--- src/rtl/arith_cmd_sequencer_pkg.sv ---
// rtl/arith_cmd_sequencer_pkg.sv - shared types and helpers for the arithmetic command sequencer
package arith_cmd_sequencer_pkg;

  typedef enum logic [2:0] {
    ST_HDR,
    ST_GET_A,
    ST_GET_B,
    ST_ISSUE,
    ST_WAIT,
    ST_RESP
  } state_t;

  typedef enum logic [1:0] {
    FUN_ADD = 2'b00,
    FUN_SUB = 2'b01,
    FUN_MUL = 2'b10,
    FUN_DIV = 2'b11
  } fun_t;

  typedef enum logic [1:0] {
    ERR_OK      = 2'b00,
    ERR_DIV0    = 2'b01,
    ERR_TIMEOUT = 2'b10
  } err_t;

  // Counter width that still works when only one value has to be held.
  function automatic int cnt_width(input int n);
    return (n > 1) ? $clog2(n) : 1;
  endfunction

endpackage

--- src/rtl/arith_cmd_sequencer_if.sv ---
// rtl/arith_cmd_sequencer_if.sv - command stream, arithmetic unit and response signals
interface arith_cmd_sequencer_if #(
  parameter int WIDTH = 16
);

  logic             in_valid;
  logic             in_ready;
  logic [7:0]       in_data;

  logic [WIDTH-1:0] arith_a;
  logic [WIDTH-1:0] arith_b;
  logic [1:0]       arith_fun;
  logic             arith_enable;
  logic [WIDTH-1:0] arith_out;
  logic             arith_carry;
  logic             arith_flag;

  logic             res_valid;
  logic             res_ready;
  logic [WIDTH-1:0] res_data;
  logic             res_carry;
  logic [1:0]       res_err;

  modport master (
    input  in_valid, in_data, arith_out, arith_carry, arith_flag, res_ready,
    output in_ready, arith_a, arith_b, arith_fun, arith_enable,
           res_valid, res_data, res_carry, res_err
  );

  modport slave (
    output in_valid, in_data, arith_out, arith_carry, arith_flag, res_ready,
    input  in_ready, arith_a, arith_b, arith_fun, arith_enable,
           res_valid, res_data, res_carry, res_err
  );

endinterface

--- src/rtl/arith_byte_deser.sv ---
// rtl/arith_byte_deser.sv - MSB-first byte to operand deserialiser with wrapping byte counter
module arith_byte_deser
  import arith_cmd_sequencer_pkg::*;
#(
  parameter int WIDTH = 16
) (
  input  logic             clk,
  input  logic             rst,
  input  logic             i_en,
  input  logic [7:0]       i_data,
  output logic [WIDTH-1:0] o_word,
  output logic             o_last
);

  localparam int NBYTES = WIDTH / 8;
  localparam int CW     = cnt_width(NBYTES);

  logic [CW-1:0]    r_cnt;
  logic [WIDTH-1:0] r_word;

  assign o_last = (r_cnt == CW'(NBYTES - 1));
  assign o_word = r_word;

  always_ff @(posedge clk) begin
    if (rst) begin
      r_cnt  <= '0;
      r_word <= '0;
    end else if (i_en) begin
      r_word <= (r_word << 8) | WIDTH'(i_data);
      r_cnt  <= o_last ? '0 : r_cnt + 1'b1;
    end
  end

endmodule

--- src/rtl/arith_cmd_sequencer.sv ---
// rtl/arith_cmd_sequencer.sv - collects a command frame, issues it to an arithmetic unit and holds the result
module arith_cmd_sequencer
  import arith_cmd_sequencer_pkg::*;
#(
  parameter int WIDTH   = 16,
  parameter int TIMEOUT = 4
) (
  input logic                 clk,
  input logic                 rst,
  arith_cmd_sequencer_if.master bus
);

  localparam int TW = cnt_width(TIMEOUT);

  state_t           r_state;
  state_t           w_next;
  fun_t             r_fun;
  logic [TW-1:0]    r_wait;
  logic [WIDTH-1:0] r_res_data;
  logic             r_res_carry;
  err_t             r_res_err;

  logic [WIDTH-1:0] w_a;
  logic [WIDTH-1:0] w_b;
  logic             w_a_last;
  logic             w_b_last;
  logic             w_in_ready;
  logic             w_enable;
  logic             w_accept;
  logic             w_div0;
  logic             w_expired;

  assign w_accept  = bus.in_valid && w_in_ready;
  assign w_div0    = (r_fun == FUN_DIV) && (w_b == '0);
  assign w_expired = (r_wait == TW'(TIMEOUT - 1));

  arith_byte_deser #(.WIDTH(WIDTH)) u_deser_a (
    .clk    (clk),
    .rst    (rst),
    .i_en   (w_accept && (r_state == ST_GET_A)),
    .i_data (bus.in_data),
    .o_word (w_a),
    .o_last (w_a_last)
  );

  arith_byte_deser #(.WIDTH(WIDTH)) u_deser_b (
    .clk    (clk),
    .rst    (rst),
    .i_en   (w_accept && (r_state == ST_GET_B)),
    .i_data (bus.in_data),
    .o_word (w_b),
    .o_last (w_b_last)
  );

  always_ff @(posedge clk) begin
    if (rst) r_state <= ST_HDR;
    else     r_state <= w_next;
  end

  always_comb begin
    w_next     = r_state;
    w_in_ready = 1'b0;
    w_enable   = 1'b0;
    case (r_state)
      ST_HDR: begin
        w_in_ready = 1'b1;
        if (bus.in_valid) w_next = ST_GET_A;
      end
      ST_GET_A: begin
        w_in_ready = 1'b1;
        if (bus.in_valid && w_a_last) w_next = ST_GET_B;
      end
      ST_GET_B: begin
        w_in_ready = 1'b1;
        if (bus.in_valid && w_b_last) w_next = ST_ISSUE;
      end
      ST_ISSUE: begin
        if (w_div0) begin
          w_next = ST_RESP;
        end else begin
          w_enable = 1'b1;
          w_next   = ST_WAIT;
        end
      end
      ST_WAIT: begin
        if (bus.arith_flag || w_expired) w_next = ST_RESP;
      end
      ST_RESP: begin
        if (bus.res_ready) w_next = ST_HDR;
      end
      default: w_next = ST_HDR;
    endcase
  end

  // Result registers only change on ISSUE/WAIT, so they stay put for the whole RESP hold.
  always_ff @(posedge clk) begin
    if (rst) begin
      r_fun       <= FUN_ADD;
      r_wait      <= '0;
      r_res_data  <= '0;
      r_res_carry <= 1'b0;
      r_res_err   <= ERR_OK;
    end else begin
      case (r_state)
        ST_HDR: begin
          if (w_accept) r_fun <= fun_t'(bus.in_data[1:0]);
        end
        ST_ISSUE: begin
          r_wait <= '0;
          if (w_div0) begin
            r_res_data  <= '0;
            r_res_carry <= 1'b0;
            r_res_err   <= ERR_DIV0;
          end
        end
        ST_WAIT: begin
          if (bus.arith_flag) begin
            r_res_data  <= bus.arith_out;
            r_res_carry <= bus.arith_carry;
            r_res_err   <= ERR_OK;
          end else if (w_expired) begin
            r_res_data  <= '0;
            r_res_carry <= 1'b0;
            r_res_err   <= ERR_TIMEOUT;
          end else begin
            r_wait <= r_wait + 1'b1;
          end
        end
        default: ;
      endcase
    end
  end

  assign bus.in_ready     = w_in_ready && !rst;
  assign bus.arith_enable = w_enable && !rst;
  assign bus.arith_a      = w_a;
  assign bus.arith_b      = w_b;
  assign bus.arith_fun    = r_fun;
  assign bus.res_valid    = (r_state == ST_RESP);
  assign bus.res_data     = r_res_data;
  assign bus.res_carry    = r_res_carry;
  assign bus.res_err      = r_res_err;

endmodule

--- src/flat_wrapper.sv ---
// flat-port wrapper written by rule: the top's interface ports become plain ports
module arith_cmd_sequencer_flat import arith_cmd_sequencer_pkg::*;
#(
  parameter int WIDTH   = 16,
  parameter int TIMEOUT = 4
)
  (clk, rst, bus_in_valid, bus_in_data, bus_arith_out, bus_arith_carry, bus_arith_flag, bus_res_ready, bus_in_ready, bus_arith_a, bus_arith_b, bus_arith_fun, bus_arith_enable, bus_res_valid, bus_res_data, bus_res_carry, bus_res_err);
  arith_cmd_sequencer_if #(.WIDTH(WIDTH)) bus_i ();
  input logic clk;
  input logic rst;
  input wire logic [$bits(bus_i.in_valid)-1:0] bus_in_valid;
  input wire logic [$bits(bus_i.in_data)-1:0] bus_in_data;
  input wire logic [$bits(bus_i.arith_out)-1:0] bus_arith_out;
  input wire logic [$bits(bus_i.arith_carry)-1:0] bus_arith_carry;
  input wire logic [$bits(bus_i.arith_flag)-1:0] bus_arith_flag;
  input wire logic [$bits(bus_i.res_ready)-1:0] bus_res_ready;
  output wire logic [$bits(bus_i.in_ready)-1:0] bus_in_ready;
  output wire logic [$bits(bus_i.arith_a)-1:0] bus_arith_a;
  output wire logic [$bits(bus_i.arith_b)-1:0] bus_arith_b;
  output wire logic [$bits(bus_i.arith_fun)-1:0] bus_arith_fun;
  output wire logic [$bits(bus_i.arith_enable)-1:0] bus_arith_enable;
  output wire logic [$bits(bus_i.res_valid)-1:0] bus_res_valid;
  output wire logic [$bits(bus_i.res_data)-1:0] bus_res_data;
  output wire logic [$bits(bus_i.res_carry)-1:0] bus_res_carry;
  output wire logic [$bits(bus_i.res_err)-1:0] bus_res_err;
  assign bus_i.in_valid = bus_in_valid;
  assign bus_i.in_data = bus_in_data;
  assign bus_i.arith_out = bus_arith_out;
  assign bus_i.arith_carry = bus_arith_carry;
  assign bus_i.arith_flag = bus_arith_flag;
  assign bus_i.res_ready = bus_res_ready;
  assign bus_in_ready = bus_i.in_ready;
  assign bus_arith_a = bus_i.arith_a;
  assign bus_arith_b = bus_i.arith_b;
  assign bus_arith_fun = bus_i.arith_fun;
  assign bus_arith_enable = bus_i.arith_enable;
  assign bus_res_valid = bus_i.res_valid;
  assign bus_res_data = bus_i.res_data;
  assign bus_res_carry = bus_i.res_carry;
  assign bus_res_err = bus_i.res_err;
  arith_cmd_sequencer #(.WIDTH(WIDTH), .TIMEOUT(TIMEOUT)) u_core (.clk(clk), .rst(rst), .bus(bus_i));
endmodule
--- config.mk ---
export PLATFORM = sky130hd
export DESIGN_NAME = arith_cmd_sequencer_flat
export DESIGN_NICKNAME = d
export VERILOG_FILES = /design/src/rtl/arith_cmd_sequencer_pkg.sv /design/src/rtl/arith_cmd_sequencer_if.sv /design/src/rtl/arith_byte_deser.sv /design/src/rtl/arith_cmd_sequencer.sv /design/src/flat_wrapper.sv
export SDC_FILE = /design/constraint.sdc
export NUM_CORES = 1
export LEC_CHECK = 0
export ABC_AREA = 1
export CORE_ASPECT_RATIO = 0.75
export CORE_UTILIZATION = 42
export CTS_CLUSTER_SIZE = 12
export DETAILED_ROUTE_END_ITERATION = 10
export HOLD_SLACK_MARGIN = 0.03
export PLACE_DENSITY = 0.76
export SYNTH_ARGS = -nofsm -noshare
export SYNTH_HDL_FRONTEND = slang
export SYNTH_HIERARCHICAL = 1
export SYNTH_SLANG_ARGS = --single-unit
export TNS_END_PERCENT = 100
--- constraint.sdc ---
create_clock -name clk -period 1.3 [get_ports clk]
set_clock_uncertainty 0.05 [all_clocks]
set_input_delay 0.26 -clock clk [delete_from_list [all_inputs] [get_ports clk]]
set_output_delay 0.26 -clock clk [all_outputs]
set_load 0.1 [all_outputs]
==> results of run 1 <==
-- through the flow --
stage	setup slack, ps	area [µm²]	setup TNS, ps	utilization
after floorplan	-467	2810	-6650	-
after global placement	-334	4500	-16310	0.750
after detailed placement	-421	4500	-18690	0.750
after CTS	-400	5480	-8000	0.913
-- kinds of logic after synthesis --
kind of cell	count (synthesis)	synth area share
flops	60	0.444
compound gates	29	0.0675
simple gates	234	0.361
buf+inv	59	0.123
fa+ha+maj	1	0.00462
-- repair_timing --
| item | CTS |
|---|---|
| hold buffers | 0 |
| endpoints found under the setup margin | 47 |
| cloned | 7 |
| setup buffers | 20 |
| hold endpoints to repair | 0 |
| resized for setup | 117 |
| pin swaps | 59 |
==> impl_metrics.py, run 1 <==
metrics = {
    "floorplan": {
        "die_h_um": 71.5,
        "die_x_um": 94.7,
        "start_util": 0.451,
        "io_pins": 86,
        "fp-row-count": 24,
    },
    "place": {
        "place.gp.congestion": 0.756,
        "dp.cells": 572,
        "dpl.hpwl_um": 5360,
        "portBuffers": 85,
    },
    "clocking": {
        "cts_made_buffers": 9,
        "cts_buffer_depth": 2,
        "clock-sinks": 60,
        "htree_num_levels": 3,
        "cts-root-buf": "clkbuf_8",
    },
    "synth": {
        "ys.flop_type": "dfxtp_1",
        "yosysTopAreaCellShare": 0.444,
        "yosys-top-cells-count": "113 x nand2_1, 82 x nor2_1, 60 x dfxtp_1, 40 x inv_1, 16 x a21oi_1",
        "async_reset_ff_frac": 0,
        "syn-num-nets": 414,
        "synth_most_common_cell": "nand2_1",
        "synth_top_area_cell": "dfxtp_1",
        "synth.ff_latch_count": 60,
        "ys_seq_area_frac": 0.444,
        "yosysUniqueCellTypes": 26,
        "syn_area_um2": 2710,
        "ys_warn_count": 6,
        "synthCells": 383,
        "yosys-top-cells-area": "dfxtp_1 44%, nand2_1 16%, nor2_1 11%, inv_1 5.5%, a21oi_2 3.2%",
        "synth_edf_count": 0,
        "syn_avg_cell_area_um2": 7.07,
    },
    "status": {
        "stop_stage": "global routing (5_1_grt)",
        "run_status": "stopped before the end",
        "error": "[ERROR DPL-0038] Utilization greater than 100%, impossible to legalize",
    },
    "sta": {
        "worst_endpoint_kind": "primary output",
        "crit_endpoint": "bus_arith_enable",
    },
    "global_routing": {
        "grt_max_degree": 35,
    },
}
==> inputs of run 2 (changes only) <==
- CORE_ASPECT_RATIO: 0.75 -> not set
- CORE_UTILIZATION: 42 -> 40
- CTS_CLUSTER_SIZE: 12 -> not set
- HOLD_SLACK_MARGIN: 0.03 -> not set
- PLACE_DENSITY: 0.76 -> not set
- PLACE_DENSITY_LB_ADDON: not set -> 0.15
- clock period: 1.3 -> 1.69 ns (I/O delays scaled with it)
==> run 2 against run 1 <==
  * The flow now finishes, with violations (DRC, setup timing)
  * Synthesized area stayed put
  * Synthesized cell count unchanged
==> impl_metrics.py, run 2 <==
metrics = {
    "clocking": {
        "cts_tree": "built",
        "clock-sinks": 60,
        "postCtsHoldBufs": 0,
        "clk_latency_ps": 330,
        "htree_num_levels": 3,
        "cts_made_buffers": 9,
        "cts-root-buf": "clkbuf_8",
        "cts_buffer_depth": 2,
        "cts.clk_slew.worst_paths_ps": 70,
    },
    "floorplan": {
        "io_pins": 86,
        "fp-row-count": 29,
        "die_h_um": 84.3,
        "coreArea_um2": 6420,
        "die_x_um": 84.3,
        "dieArea_um2": 7100,
        "start_util": 0.421,
    },
    "global_routing": {
        "grt_max_degree": 35,
        "grt_usage": 0.206,
        "grt_pass1_vias": 2523,
        "grt_pass1_wl_um": 11600,
        "antenna_found_initial": 0,
        "gr-total-overflow": 0,
    },
    "hold_path": {
        "worstHoldStart": "u_core/r_wait[0]$_SDFFE_PP0P_",
        "worstHoldPathType": "flop to flop",
    },
    "worst_setup_path": {
        "reg2reg_depth": 10,
        "cp_max_fo": 2,
        "r2r-end": "u_core/bus.res_carry$_SDFFE_PP0P_",
        "cp_data_required_time_ps": 1300,
        "worstSetupPathType": "flop to primary output",
        "worst_path_max_delay_cell": "dfxtp_4",
        "reg2reg_from": "u_core/u_deser_b/o_word[3]$_SDFFE_PP0P_",
        "startpoint": "u_core/u_deser_b/o_word[3]$_SDFFE_PP0P_",
        "arrival_ps": 1400,
        "slowest_delay_ps": 340,
        "cp_cell_sequence": "nor2_2 > nand2_1 > nor2_2 > nand3_2 > nand2_4 > nor2_4 > buf_12",
        "crit_top_cell": "nor2_2",
        "endpoint_kind": "primary output",
        "cp-endpoint": "bus_arith_enable",
        "crit_path_start_kind": "flop",
        "r2r_slack_ps": 120,
    },
    "status": {
        "violations": "DRC, setup timing",
        "run_status": "complete, but fails checks",
    },
    "routing": {
        "wirelength_um": 7020,
        "wl_per_cell_um": 12.1,
        "vias_per_cell": 4.60,
        "drc": 10,
        "antenna_left": 0,
        "dr_total_vias": 2657,
        "drtIter0Drc": 211,
        "firstDrtPassIters": 7,
    },
    "layout": {
        "mostFrequentLayoutCell": "nand2_1",
        "n_fill_cell": 468,
        "num_antenna_cells": 0,
        "fin_nets": 527,
        "final_cell_mix": "109 x nand2_1, 70 x nor2_1, 59 x buf_12",
        "drive_gt1_frac": 0.361,
        "synthToLayoutAreaGrowth_pct": 73.8,
    },
    "synth": {
        "yosys-top-cells-area": "dfxtp_1 44%, nand2_1 16%, nor2_1 11%, inv_1 5.5%, a21oi_2 3.2%",
        "yosys-top-cells-count": "113 x nand2_1, 82 x nor2_1, 60 x dfxtp_1, 40 x inv_1, 16 x a21oi_1",
        "yosysTopAreaCellShare": 0.444,
        "yosysUniqueCellTypes": 26,
        "ys_warn_count": 6,
        "synth_edf_count": 0,
        "synth.ff_latch_count": 60,
        "syn_area_um2": 2710,
        "ys_seq_area_frac": 0.444,
        "synth_most_common_cell": "nand2_1",
        "synth_top_area_cell": "dfxtp_1",
        "async_reset_ff_frac": 0,
        "syn_avg_cell_area_um2": 7.07,
        "syn-num-nets": 414,
        "ys.flop_type": "dfxtp_1",
        "synthCells": 383,
    },
    "sta": {
        "rsz0062_at_grt": "true",
        "tns_ps": -187,
        "min_period_ps": 1780,
        "finalHoldViolCount": 0,
        "slew_headroom": 0.811,
        "setup_viol_count_final": 2,
        "slew_viol_final": 0,
        "timing.fmax_ghz": 0.561,
        "fin_crit_sh": 1.06,
        "setup_slack_ps": -93.8,
        "worstMarginPinSlew_ps": 283,
    },
    "power": {
        "power_mw": 7.41,
        "leakage_nw": 1.94,
        "irDropWorstVdd_v": 0.00100,
        "power.density_nw_per_um2": 1580,
    },
    "place": {
        "place.gp.congestion": 0.817,
        "post-place-ws_ps": -70.3,
        "portBuffers": 85,
        "dpl.hpwl_um": 4810,
    },
    "job": {
        "max-cap-violations": 0,
    },
}
[run 2: cell counts after synthesis]
Identical to the previous run, type by type.
[run 2: where the power goes]
group / total (mW) / internal [mW] / switching (mW)
Sequential: 2.00 / 1.71 / 0.296
Clock: 1.30 / 0.750 / 0.545
Combinational: 4.11 / 1.52 / 2.59
Total: 7.41 / 3.98 / 3.43
[run 2: worst min path at each step]
stage                     cells past startpoint                            end  slack (ps)
final                                         1  u_core/r_wait[0]$_SDFFE_PP0P_         430
after global routing                          1  u_core/r_wait[0]$_SDFFE_PP0P_         460
after CTS                                     1  u_core/r_wait[0]$_SDFFE_PP0P_         430
after detailed placement                      1  u_core/r_wait[0]$_SDFFE_PP0P_         420
after global placement                        1  u_core/r_wait[0]$_SDFFE_PP0P_         390
after floorplan                               1  u_core/r_wait[0]$_SDFFE_PP0P_         380
[run 2: through the flow]
stage | hold WS, ps | std cells | util | instance area [µm²]
5_1_grt | 458 | 578 | 0.732 | 4700
4_1_cts | 428 | 576 | 0.721 | 4630
2_1_floorplan | 378 | 383 | - | 2790
3_3_place_gp | 395 | 547 | 0.669 | 4300
6_report | 425 | 578 | 0.732 | 4700
3_5_place_dp | 416 | 547 | 0.669 | 4300
[run 2: routing by layer]
layer / global-route usage / share of wire / wire, µm / vias to the layer above
li1: - / - / - / 1382
met1: 0.244 / 0.44 / 3110 / 1206
met2: 0.349 / 0.49 / 3460 / 61
met3: 0.0737 / 0.051 / 360 / 8
met4: 0.0643 / 0.012 / 82 / 0
met5: 0 / 0 / 0 / -
[run 2: area by class of cell]
| cell class | count | area [µm²] | area share |
|---|---|---|---|
| Clock buffer | 14 | 195 | 0.0415 |
| Timing Repair Buffer | 116 | 1690 | 0.358 |
| Tap cell | 77 | 96.3 | 0.0205 |
| Inverter | 44 | 168 | 0.0356 |
| Sequential cell | 60 | 1270 | 0.271 |
| Multi-Input combinational cell | 265 | 1270 | 0.270 |
| Clock inverter | 2 | 12.5 | 0.00266 |
[run 2: cells by family (layout without fill, tap and decap cells)]
family	after synthesis	count (layout)	share of synthesized area
simple gates	234	235	0.361
buf+inv	59	176	0.123
fa+ha+maj	1	1	0.00462
compound gates	29	29	0.0675
flops	60	60	0.444
[run 2: critical path, delay by kind of cell, from the launching register on]
family	cells	cell delay (ps)
simple gates	6	560
flops	1	340
buf+inv	1	160
[run 2: timing repair]
| action | 4_1_cts | 5_1_grt |
|---|---|---|
| cloned | 0 | 1 |
| endpoints found under the setup margin | 3 | 22 |
| pin swaps | 9 | 7 |
| setup buffers | 13 | 2 |
| gates resized for setup | 14 | 15 |
Power figures use the tool's default switching activity.
